## src/rtl/bus_arbiter_if.sv

```systemverilog
`timescale 1ns/1ps
`default_nettype none
// ============================================================================
// Module      : bus_arbiter_if
// Description : Handshake bundle between two bus masters and bus_arbiter.
//               slave  modport - arbiter side (samples requests/done,
//                                drives grants, busy flags, owner select).
//               master modport - master side (drives requests/done,
//                                observes grants, busy flags, owner select).
// Signals     : m1_request/m2_request  approval requests
//               m1_done/m2_done        transaction complete
//               m1_grant/m2_grant      approval grants
//               m1_busy/m2_busy        other master owns the bus
//               bus_owner[1:0]         00 none, 01 master 1, 10 master 2
//               timeout_err            one-cycle pulse on timeout revoke
// Revision    : 1.0 - initial release
// ============================================================================
interface bus_arbiter_if;
  logic       m1_request;
  logic       m2_request;
  logic       m1_done;
  logic       m2_done;
  logic       m1_grant;
  logic       m2_grant;
  logic       m1_busy;
  logic       m2_busy;
  logic [1:0] bus_owner;
  logic       timeout_err;

  modport slave (
    input  m1_request, m2_request, m1_done, m2_done,
    output m1_grant, m2_grant, m1_busy, m2_busy, bus_owner, timeout_err
  );

  modport master (
    output m1_request, m2_request, m1_done, m2_done,
    input  m1_grant, m2_grant, m1_busy, m2_busy, bus_owner, timeout_err
  );
endinterface
`default_nettype wire

```

## src/rtl/bus_arbiter.sv

```systemverilog
`timescale 1ns/1ps
`default_nettype none
// ============================================================================
// Module      : bus_arbiter
// Description : Two-master round-robin bus arbiter with an optional hold
//               timeout. Every owner change passes through a one-cycle
//               RELEASE gap. All outputs are registered.
// Parameters  : TIMEOUT_CYCLES - max cycles one master may hold the bus
//                                (0 disables the timeout)
//               CNT_LEN        - width of the hold-cycle counter
// Ports       : clk   - rising-edge system clock
//               reset - asynchronous active-low reset
//               bus   - bus_arbiter_if.slave handshake bundle
// Revision    : 1.0 - initial release
// ============================================================================
module bus_arbiter #(
  parameter int TIMEOUT_CYCLES = 16,
  parameter int CNT_LEN        = 12
) (
  input  logic              clk,
  input  logic              reset,
  bus_arbiter_if.slave      bus
);

  typedef enum logic [1:0] {
    ST_IDLE    = 2'd0,
    ST_OWN_M1  = 2'd1,
    ST_OWN_M2  = 2'd2,
    ST_RELEASE = 2'd3
  } state_t;

  localparam logic               c_OWNER_M1     = 1'b0;
  localparam logic               c_OWNER_M2     = 1'b1;
  localparam logic [CNT_LEN-1:0] c_CNT_MAX      = '1;
  localparam bit                 c_TIMEOUT_EN   = (TIMEOUT_CYCLES != 0);
  localparam logic [CNT_LEN-1:0] c_TIMEOUT_LAST =
    CNT_LEN'((TIMEOUT_CYCLES == 0) ? 0 : TIMEOUT_CYCLES - 1);

  state_t               r_state;
  state_t               w_next_state;
  logic                 r_last_owner;
  logic [CNT_LEN-1:0]   r_hold_cnt;

  logic                 r_m1_grant;
  logic                 r_m2_grant;
  logic                 r_m1_busy;
  logic                 r_m2_busy;
  logic [1:0]           r_bus_owner;
  logic                 r_timeout_err;

  logic                 w_owner_req;
  logic                 w_owner_done;
  logic                 w_timeout_hit;
  logic                 w_timeout_exit;
  logic                 w_enter_own;
  logic                 w_in_own;

  // Request/done of whichever master currently owns the bus; the other
  // master's done is never looked at.
  always_comb begin
    w_owner_req  = 1'b0;
    w_owner_done = 1'b0;
    case (r_state)
      ST_OWN_M1: begin
        w_owner_req  = bus.m1_request;
        w_owner_done = bus.m1_done;
      end
      ST_OWN_M2: begin
        w_owner_req  = bus.m2_request;
        w_owner_done = bus.m2_done;
      end
      default: ;
    endcase
  end

  // Counter holds the number of completed owned cycles, so reaching
  // TIMEOUT_CYCLES-1 means this is the last allowed cycle of the grant.
  assign w_timeout_hit = c_TIMEOUT_EN && (r_hold_cnt == c_TIMEOUT_LAST);
  assign w_in_own      = (r_state == ST_OWN_M1) || (r_state == ST_OWN_M2);

  always_comb begin
    w_next_state   = r_state;
    w_timeout_exit = 1'b0;
    case (r_state)
      ST_IDLE, ST_RELEASE: begin
        if (bus.m1_request && bus.m2_request) begin
          // Tie: whoever did not own the bus last goes next.
          w_next_state = (r_last_owner == c_OWNER_M2) ? ST_OWN_M1 : ST_OWN_M2;
        end else if (bus.m1_request) begin
          w_next_state = ST_OWN_M1;
        end else if (bus.m2_request) begin
          w_next_state = ST_OWN_M2;
        end else begin
          w_next_state = ST_IDLE;
        end
      end
      ST_OWN_M1, ST_OWN_M2: begin
        if (w_owner_done || !w_owner_req || w_timeout_hit) begin
          w_next_state = ST_RELEASE;
        end
        // A done arriving together with the timeout counts as a normal exit.
        w_timeout_exit = w_timeout_hit && !w_owner_done;
      end
      default: w_next_state = ST_IDLE;
    endcase
  end

  assign w_enter_own = !w_in_own &&
                       ((w_next_state == ST_OWN_M1) || (w_next_state == ST_OWN_M2));

  // Outputs are decoded from the next state and registered, so they line up
  // with r_state and carry no combinational path from the inputs.
  always_ff @(posedge clk or negedge reset) begin
    if (!reset) begin
      r_state       <= ST_IDLE;
      r_last_owner  <= c_OWNER_M2;
      r_hold_cnt    <= '0;
      r_m1_grant    <= 1'b0;
      r_m2_grant    <= 1'b0;
      r_m1_busy     <= 1'b0;
      r_m2_busy     <= 1'b0;
      r_bus_owner   <= 2'b00;
      r_timeout_err <= 1'b0;
    end else begin
      r_state <= w_next_state;

      if (w_enter_own) begin
        r_hold_cnt   <= '0;
        r_last_owner <= (w_next_state == ST_OWN_M2) ? c_OWNER_M2 : c_OWNER_M1;
      end else if (w_in_own && (r_hold_cnt != c_CNT_MAX)) begin
        r_hold_cnt <= r_hold_cnt + 1'b1;
      end

      r_m1_grant    <= (w_next_state == ST_OWN_M1);
      r_m2_busy     <= (w_next_state == ST_OWN_M1);
      r_m2_grant    <= (w_next_state == ST_OWN_M2);
      r_m1_busy     <= (w_next_state == ST_OWN_M2);
      r_bus_owner   <= {(w_next_state == ST_OWN_M2), (w_next_state == ST_OWN_M1)};
      r_timeout_err <= w_timeout_exit;
    end
  end

  assign bus.m1_grant    = r_m1_grant;
  assign bus.m2_grant    = r_m2_grant;
  assign bus.m1_busy     = r_m1_busy;
  assign bus.m2_busy     = r_m2_busy;
  assign bus.bus_owner   = r_bus_owner;
  assign bus.timeout_err = r_timeout_err;

endmodule
`default_nettype wire

```

## src/flat_wrapper.sv

```systemverilog
// flat-port wrapper written by rule: the top's interface ports become plain ports
module bus_arbiter_flat 
#(
  parameter int TIMEOUT_CYCLES = 16,
  parameter int CNT_LEN        = 12
)
  (clk, reset, bus_m1_request, bus_m2_request, bus_m1_done, bus_m2_done, bus_m1_grant, bus_m2_grant, bus_m1_busy, bus_m2_busy, bus_bus_owner, bus_timeout_err);
  bus_arbiter_if bus_i ();
  input  logic clk;
  input  logic reset;
  input wire logic [$bits(bus_i.m1_request)-1:0] bus_m1_request;
  input wire logic [$bits(bus_i.m2_request)-1:0] bus_m2_request;
  input wire logic [$bits(bus_i.m1_done)-1:0] bus_m1_done;
  input wire logic [$bits(bus_i.m2_done)-1:0] bus_m2_done;
  output wire logic [$bits(bus_i.m1_grant)-1:0] bus_m1_grant;
  output wire logic [$bits(bus_i.m2_grant)-1:0] bus_m2_grant;
  output wire logic [$bits(bus_i.m1_busy)-1:0] bus_m1_busy;
  output wire logic [$bits(bus_i.m2_busy)-1:0] bus_m2_busy;
  output wire logic [$bits(bus_i.bus_owner)-1:0] bus_bus_owner;
  output wire logic [$bits(bus_i.timeout_err)-1:0] bus_timeout_err;
  assign bus_i.m1_request = bus_m1_request;
  assign bus_i.m2_request = bus_m2_request;
  assign bus_i.m1_done = bus_m1_done;
  assign bus_i.m2_done = bus_m2_done;
  assign bus_m1_grant = bus_i.m1_grant;
  assign bus_m2_grant = bus_i.m2_grant;
  assign bus_m1_busy = bus_i.m1_busy;
  assign bus_m2_busy = bus_i.m2_busy;
  assign bus_bus_owner = bus_i.bus_owner;
  assign bus_timeout_err = bus_i.timeout_err;
  bus_arbiter #(.TIMEOUT_CYCLES(TIMEOUT_CYCLES), .CNT_LEN(CNT_LEN)) u_core (.clk(clk), .reset(reset), .bus(bus_i));
endmodule
```

## config.mk

```make
export PLATFORM = sky130hd
export DESIGN_NAME = bus_arbiter_flat
export DESIGN_NICKNAME = d
export VERILOG_FILES = /design/src/rtl/bus_arbiter_if.sv /design/src/rtl/bus_arbiter.sv /design/src/flat_wrapper.sv
export SDC_FILE = /design/constraint.sdc
export NUM_CORES = 1
export LEC_CHECK = 0
export ABC_AREA = 1
export CORE_MARGIN = 3
export CORE_UTILIZATION = 50
export DETAILED_ROUTE_END_ITERATION = 7
export GPL_TIMING_DRIVEN = 0
export PLACE_DENSITY = 0.72
export REMOVE_ABC_BUFFERS = 1
export SLEW_MARGIN = 15
export SYNTH_ARGS = -nofsm -noshare
export SYNTH_HDL_FRONTEND = slang
export SYNTH_SLANG_ARGS = --single-unit
```

## constraint.sdc

```tcl
create_clock -name clk -period 3.9 [get_ports clk]
set_input_delay 0.975 -clock clk [delete_from_list [all_inputs] [get_ports clk]]
set_output_delay 0.975 -clock clk [all_outputs]
set_load 0.02 [all_outputs]
```

==> impl_metrics.toml, run 1 <==
[status]
outcome = "complete, no violations"

[layout]
antenna_fix_cells = 0
syn_to_final_growth_pct = 11.60
area_taken_by_flip_flops_and_latches_sq_um = 451.7
multi_input_comb_area_sq_um = 578.1
finish.cell_count_without_fillers = 185
core_util_final_pct = 61.89
final_nets = 170
drive_gt1_share_pct = 9.494
fill_cells = 185

[floorplan]
row_count = 16
fp.dieArea_sq_mm = 0.002897
core-area_sq_mm = 0.002062
starting_density_of_the_core_pct = 55.46
floorplan.io_pins = 13
dieWidth_um = 53.83
die_height_um = 53.83

[yosys]
mappedNetlistArea_sq_mm = 0.001144
synth.ff_latch_count = 18
yosysSeqAreaShare_pct = 39.50
most_numerous_cell_in_the_yosys_netlist = "nand2_1"
ys_warn_count = 0
postSynth.topFlopCell = "dfrtp_1"
synth_area_leader_cell = "dfrtp_1"
asr_flop_ratio_synth_pct = 100.0
number_of_distinct_library_cells_after_synthesis = 24
postSynthAreaPerCell_sq_um = 7.675
yosysTopAreaCellShare_pct = 37.20
netlist_top_cells_count = "42 x nand2_1, 20 x nand3_1, 17 x dfrtp_1"
synth_edf_count = 0
syn_inst = 149
post_synth_main_area_contributors = "dfrtp_1 37%, nand2_1 14%, nand3_1 8.8%, ha_1 5.5%, nor2_1 4.9%"

[sta]
finClkSkew_ps = 10.32
totalNegativeSetupSlack_ps = 0
final-max-slew-violation-count = 0
final_hold_viol_count = 0
rsz0062_at_grt = "no"
final_worst_path_period_share_pct = 75.58
setup_viol = 0
slew_headroom_pct = 45.64
setup_ws_ps = 952.2
period_minus_slack_ps = 2948
fmax_mhz = 339.2
worst_max_slew_pin_slew_ps = 812.9

[routing]
drt.antenna.violating_nets = 0
dr.pass1.iters = 4
detail_route.iter0.violations = 16
routed-via-count = 978
routed_via_density = 5.286
wire_per_inst_um = 11.83
totalWireLength_um = 2188
route.detailed.drc = 0

[setup_path]
critPathLaunchType = "primary input"
crit_arrival_ps = 3170
path_max_fanout = 16
critPathCaptureType = "register"
worst-endpoint-required_ps = 4120
crit_start = "bus_m1_request"
launching_point_of_the_worst_reg2reg_path = "u_core.r_state[0]$_DFF_PN0_"
critPathKind = "primary input to register"

[power_and_ir_drop]
p_total_mw = 1.028
peakVddDrop_mv = 0.4552
power-per-cell-area_mw_per_mm2 = 805.5
static-leakage-power_nw = 0.6422

[clocking]
clkLatencyLatePin_ps = 300
cts-resized-gates = 0
numClockSinks = 18
cts.repair_timing.setup_buffer_count = 0
cts_tree = "built"
worst_setup_hold_path_clk_slew_ps = 100
cts.root.buffer_cell = "clkbuf_4"
cts_buffers = 3
ctsLongestPathBuffers = 2
htreeDepth = 1
ctsHoldBuffers = 0

[placement]
port-buffer-count = 12
hpwlAfterDp_um = 1628
place_worst_setup_slack_ps = 626.7
gp_routability_congestion = 0.8203
placed_cells = 181

[min_path]
min_path_type = "register to register"
min-delay-start = "u_core.r_hold_cnt[0]$_DFFE_PN0P_"

[grt]
via_count_of_the_first_global_routing_pass = 985
grt_antenna_before_repair = 0
wire_length_of_the_first_global_routing_pass_um = 3808
global_route.overflow_total = 0
globalRouteTotalUtil_pct = 18.21
grt_max_degree = 19

[run]
maxCapViolCount = 0
-- per-layer routing --
metal | share of wire [%] | GRT usage, % | up-vias
met5 | 0 | 0 | -
met4 | 2.5 | 12.77 | 0
met3 | 3.7 | 4.432 | 10
met2 | 48 | 32.06 | 25
met1 | 45 | 18.65 | 457
li1 | - | - | 486
-- metrics by stage --
| step | hold WS (ps) | instance area (sq um) |
|---|---|---|
| global placement | 513.5 | 1240 |
| global route | 578.3 | 1276 |
| detailed placement | 529.0 | 1240 |
| finish | 550.6 | 1276 |
| CTS | 553.3 | 1276 |
| floorplan | 495.3 | 1086 |
-- critical path, cell delays in order --
cell and delay [ps]:
clkdlybuf4s50_1 500, nand2_1 60, nand2_1 80, inv_1 50, nor2_1 120, nand3_1 90
nand2_1 60, nand2_1 90, inv_1 70, ha_1 210, or2_1 450, mux2_1 420
-- flip-flops by register name, summed over array words and instances (netlist names) --
| register | count |
|---|---|
| u_core.bus.bus_owner | 2 |
| u_core.bus.timeout_err | 1 |
| u_core.r_hold_cnt | 12 |
| u_core.r_last_owner | 1 |
| u_core.r_state | 2 |
-- layout by cell type, fill, tap and decap left out, types with 2 or more instances in the layout --
cell type        netlist  layout
nand2_1               42      42
nand3_1               20      20
nor2_4                 2       2
nand4_1                2       2
ha_1                   5       5
o21ai_0                5       5
a21oi_1                2       2
inv_1                 14      14
dfrtp_1               17      17
xor2_1                 4       4
nor2_1                15      15
o21ai_1                2       2
clkbuf_4               0       3
clkdlybuf4s50_1        0      12
nand3_2                4       4
-- path summary, 6_finish.rpt --
path / slack (ps) / depth (start not counted) / to
worst max-delay path: 950 / 12 / u_core.r_last_owner$_DFFE_PN1P_
worst min-delay path: 550 / 1 / u_core.r_hold_cnt[0]$_DFFE_PN0P_
worst max register to register: 1250 / 12 / u_core.r_last_owner$_DFFE_PN1P_
worst min register to register: 550 / 1 / u_core.r_hold_cnt[0]$_DFFE_PN0P_
max in group asynchronous: 2260 / 1 / u_core.r_hold_cnt[1]$_DFFE_PN0P_
min in group asynchronous: 1130 / 1 / u_core.r_hold_cnt[10]$_DFFE_PN0P_
-- cell type report --
cell class / count / share of cell area [%]
clock buffer: 4 / 2.843
inverter: 15 / 4.412
tap: 27 / 2.647
multi-input combinational: 109 / 45.29
sequential: 18 / 35.39
timing repair buffer: 12 / 9.412
-- power breakdown --
part | total (mW) | switching (mW) | leakage (nW) | internal (mW)
sequential | 0.319 | 0.0624 | 0.235 | 0.256
clock | 0.119 | 0.0618 | 0.0210 | 0.0569
combinational | 0.591 | 0.395 | 0.386 | 0.196
-- cell families after synthesis --
| kind of cell | after synthesis | synth area share (%) |
|---|---|---|
| AOI/OAI and AO/OA | 9 | 3.938 |
| DFF | 18 | 39.50 |
| and+or+nand+nor | 90 | 37.09 |
| muxes | 1 | 0.9846 |
| adders and majority gates | 5 | 5.470 |
| buffers and inverters | 22 | 9.955 |
| xor gates and xnor gates | 4 | 3.063 |
No activity file was read; power rests on OpenSTA's default activity.
==> run 2, diff against run 1 <==
--- a/config.mk
+++ b/config.mk
@@ -7,10 +7,10 @@
 export LEC_CHECK = 0
 export ABC_AREA = 1
 export CORE_MARGIN = 3
-export CORE_UTILIZATION = 50
+export CORE_UTILIZATION = 49
 export DETAILED_ROUTE_END_ITERATION = 7
 export GPL_TIMING_DRIVEN = 0
-export PLACE_DENSITY = 0.72
+export PLACE_DENSITY = 0.74
 export REMOVE_ABC_BUFFERS = 1
 export SLEW_MARGIN = 15
 export SYNTH_ARGS = -nofsm -noshare
==> constraint.sdc (replaced) <==
create_clock -name clk -period 2.4 [get_ports clk]
set_input_delay 0.6 -clock clk [delete_from_list [all_inputs] [get_ports clk]]
set_output_delay 0.6 -clock clk [all_outputs]
set_load 0.02 [all_outputs]
==> impl_metrics.toml, run 2 (synthesized netlist as in run 1, its figures left out) <==
[status]
outcome = "complete, no violations"

[placement]
placed_cells = 181
gp_routability_congestion = 0.8123
place_worst_setup_slack_ps = -506.6
port-buffer-count = 12
hpwlAfterDp_um = 1587

[layout]
finish.cell_count_without_fillers = 187
largest_reg_flops = 12
core_util_final_pct = 63.28
drive_gt1_share_pct = 15.00
antenna_fix_cells = 0
syn_to_final_growth_pct = 15.21
fill_cells = 184
area_taken_by_flip_flops_and_latches_sq_um = 451.7
layout_common_cells = "41 x nand2_1, 20 x nand3_1, 17 x dfrtp_1, 14 x nor2_1"
regMostFlops = "u_core.r_hold_cnt"
final_common_cell = "nand2_1"
final_nets = 172
multi_input_comb_area_sq_um = 616.8

[grt]
grt_antenna_before_repair = 0
via_count_of_the_first_global_routing_pass = 891
grt_max_degree = 19
wire_length_of_the_first_global_routing_pass_um = 3815
globalRouteTotalUtil_pct = 17.83
global_route.overflow_total = 0

[setup_path]
reg2reg_setup_slack_ps = 140
crit_arrival_ps = 2520
critPathCaptureType = "register"
critPathLaunchType = "primary input"
path_max_fanout = 8
critPathKind = "primary input to register"
worst-endpoint-required_ps = 2630
r2r_cells = 12

[floorplan]
row_count = 16
dieWidth_um = 54.31
fp.dieArea_sq_mm = 0.002950
starting_density_of_the_core_pct = 54.93
core-area_sq_mm = 0.002082
floorplan.io_pins = 13
die_height_um = 54.31

[run]
maxCapViolCount = 0

[sta]
final_hold_viol_count = 0
final-max-slew-violation-count = 0
slew_headroom_pct = 45.34
timing.hold.ws_ps = 548.9
finClkSkew_ps = 3.803
setup_viol = 0
period_minus_slack_ps = 2286
setup_ws_ps = 113.7
final_worst_path_period_share_pct = 95.26
rsz0062_at_grt = "no"
fmax_mhz = 437.4
worst_max_slew_pin_slew_ps = 817.3

[clocking]
cts_buffers = 3
clkLatencyLatePin_ps = 290
ctsLongestPathBuffers = 2
cts.root.buffer_cell = "clkbuf_4"
ctsHoldBuffers = 0
cts_tree = "built"
worst_setup_hold_path_clk_slew_ps = 110
htreeDepth = 1
numClockSinks = 18

[routing]
route.detailed.drc = 0
detail_route.iter0.violations = 26
drt.antenna.violating_nets = 0
routed_via_density = 5.209
routed-via-count = 974
wire_per_inst_um = 12.24
totalWireLength_um = 2288
dr.pass1.iters = 5

[power_and_ir_drop]
p_total_mw = 1.865
static-leakage-power_nw = 0.6505
peakVddDrop_mv = 0.8870
power-per-cell-area_mw_per_mm2 = 1416

[min_path]
timing.hold.worst_path_depth = 2
min_path_type = "register to register"
[run 2: cell types whose count changed in the layout (fill, tap and decap cells not counted), sizes merged]
cell,before,now
or2,2,3
buf,0,1
dlymetal6s2s,0,1
clkdlybuf4s50,12,11
[run 2: through the flow]
step           setup TNS, ps  cell area (sq um)
2_1_floorplan              0               1086
3_3_place_gp           -4550               1240
3_5_place_dp           -5357               1240
4_1_cts                    0               1269
5_1_grt                    0               1318
6_report                   0               1318
[run 2: power by group]
group	total [mW]	switching (mW)	internal [mW]
Combinational	1.19	0.737	0.449
Sequential	0.518	0.101	0.417
Clock	0.162	0.0975	0.0647
Total	1.87	0.935	0.930
[run 2: critical path, stage by stage]
cell             delay, ps
clkdlybuf4s50_1        500
nand2_1                 60
nand2_1                 50
inv_1                   50
nor2_2                 120
nand3_1                 90
nand2_1                 70
nand2_2                 70
inv_2                   80
ha_4                   200
or2_4                  300
mux2_1                 330
[run 2: routing by layer]
metal	routed length (um)	up-vias	track usage, %
li1	-	493	-
met1	1049	447	22.18
met2	1091	30	30.68
met3	126	4	3.270
met4	21	0	6.224
met5	0	-	0
[run 2: repair_timing]
item | 4_1_cts | 5_1_grt
gates cloned | 0 | 1
setup endpoints to repair | 13 | 13
pin swaps | 1 | 1
setup buffers | 0 | 1
gates resized for setup | 3 | 8
endpoints found under the hold margin | 0 | 0
[run 2: cell type report]
type / instances / share of cell area (%)
clock buffers: 4 / 1.994
inverters: 15 / 4.463
multi-input cells: 110 / 46.82
flip-flops and latches: 18 / 34.28
well taps: 27 / 2.564
repair buffers: 13 / 9.877
[run 2: final timing paths]
check | start | to
min | u_core.r_hold_cnt[1]$_DFFE_PN0P_ | u_core.r_hold_cnt[1]$_DFFE_PN0P_
max reg2reg | u_core.r_state[0]$_DFF_PN0_ | u_core.r_last_owner$_DFFE_PN1P_
max in group asynchronous | reset | u_core.r_hold_cnt[6]$_DFFE_PN0P_
max | bus_m2_request | u_core.r_last_owner$_DFFE_PN1P_
min in group asynchronous | reset | u_core.r_hold_cnt[0]$_DFFE_PN0P_
min reg2reg | u_core.r_hold_cnt[1]$_DFFE_PN0P_ | u_core.r_hold_cnt[1]$_DFFE_PN0P_
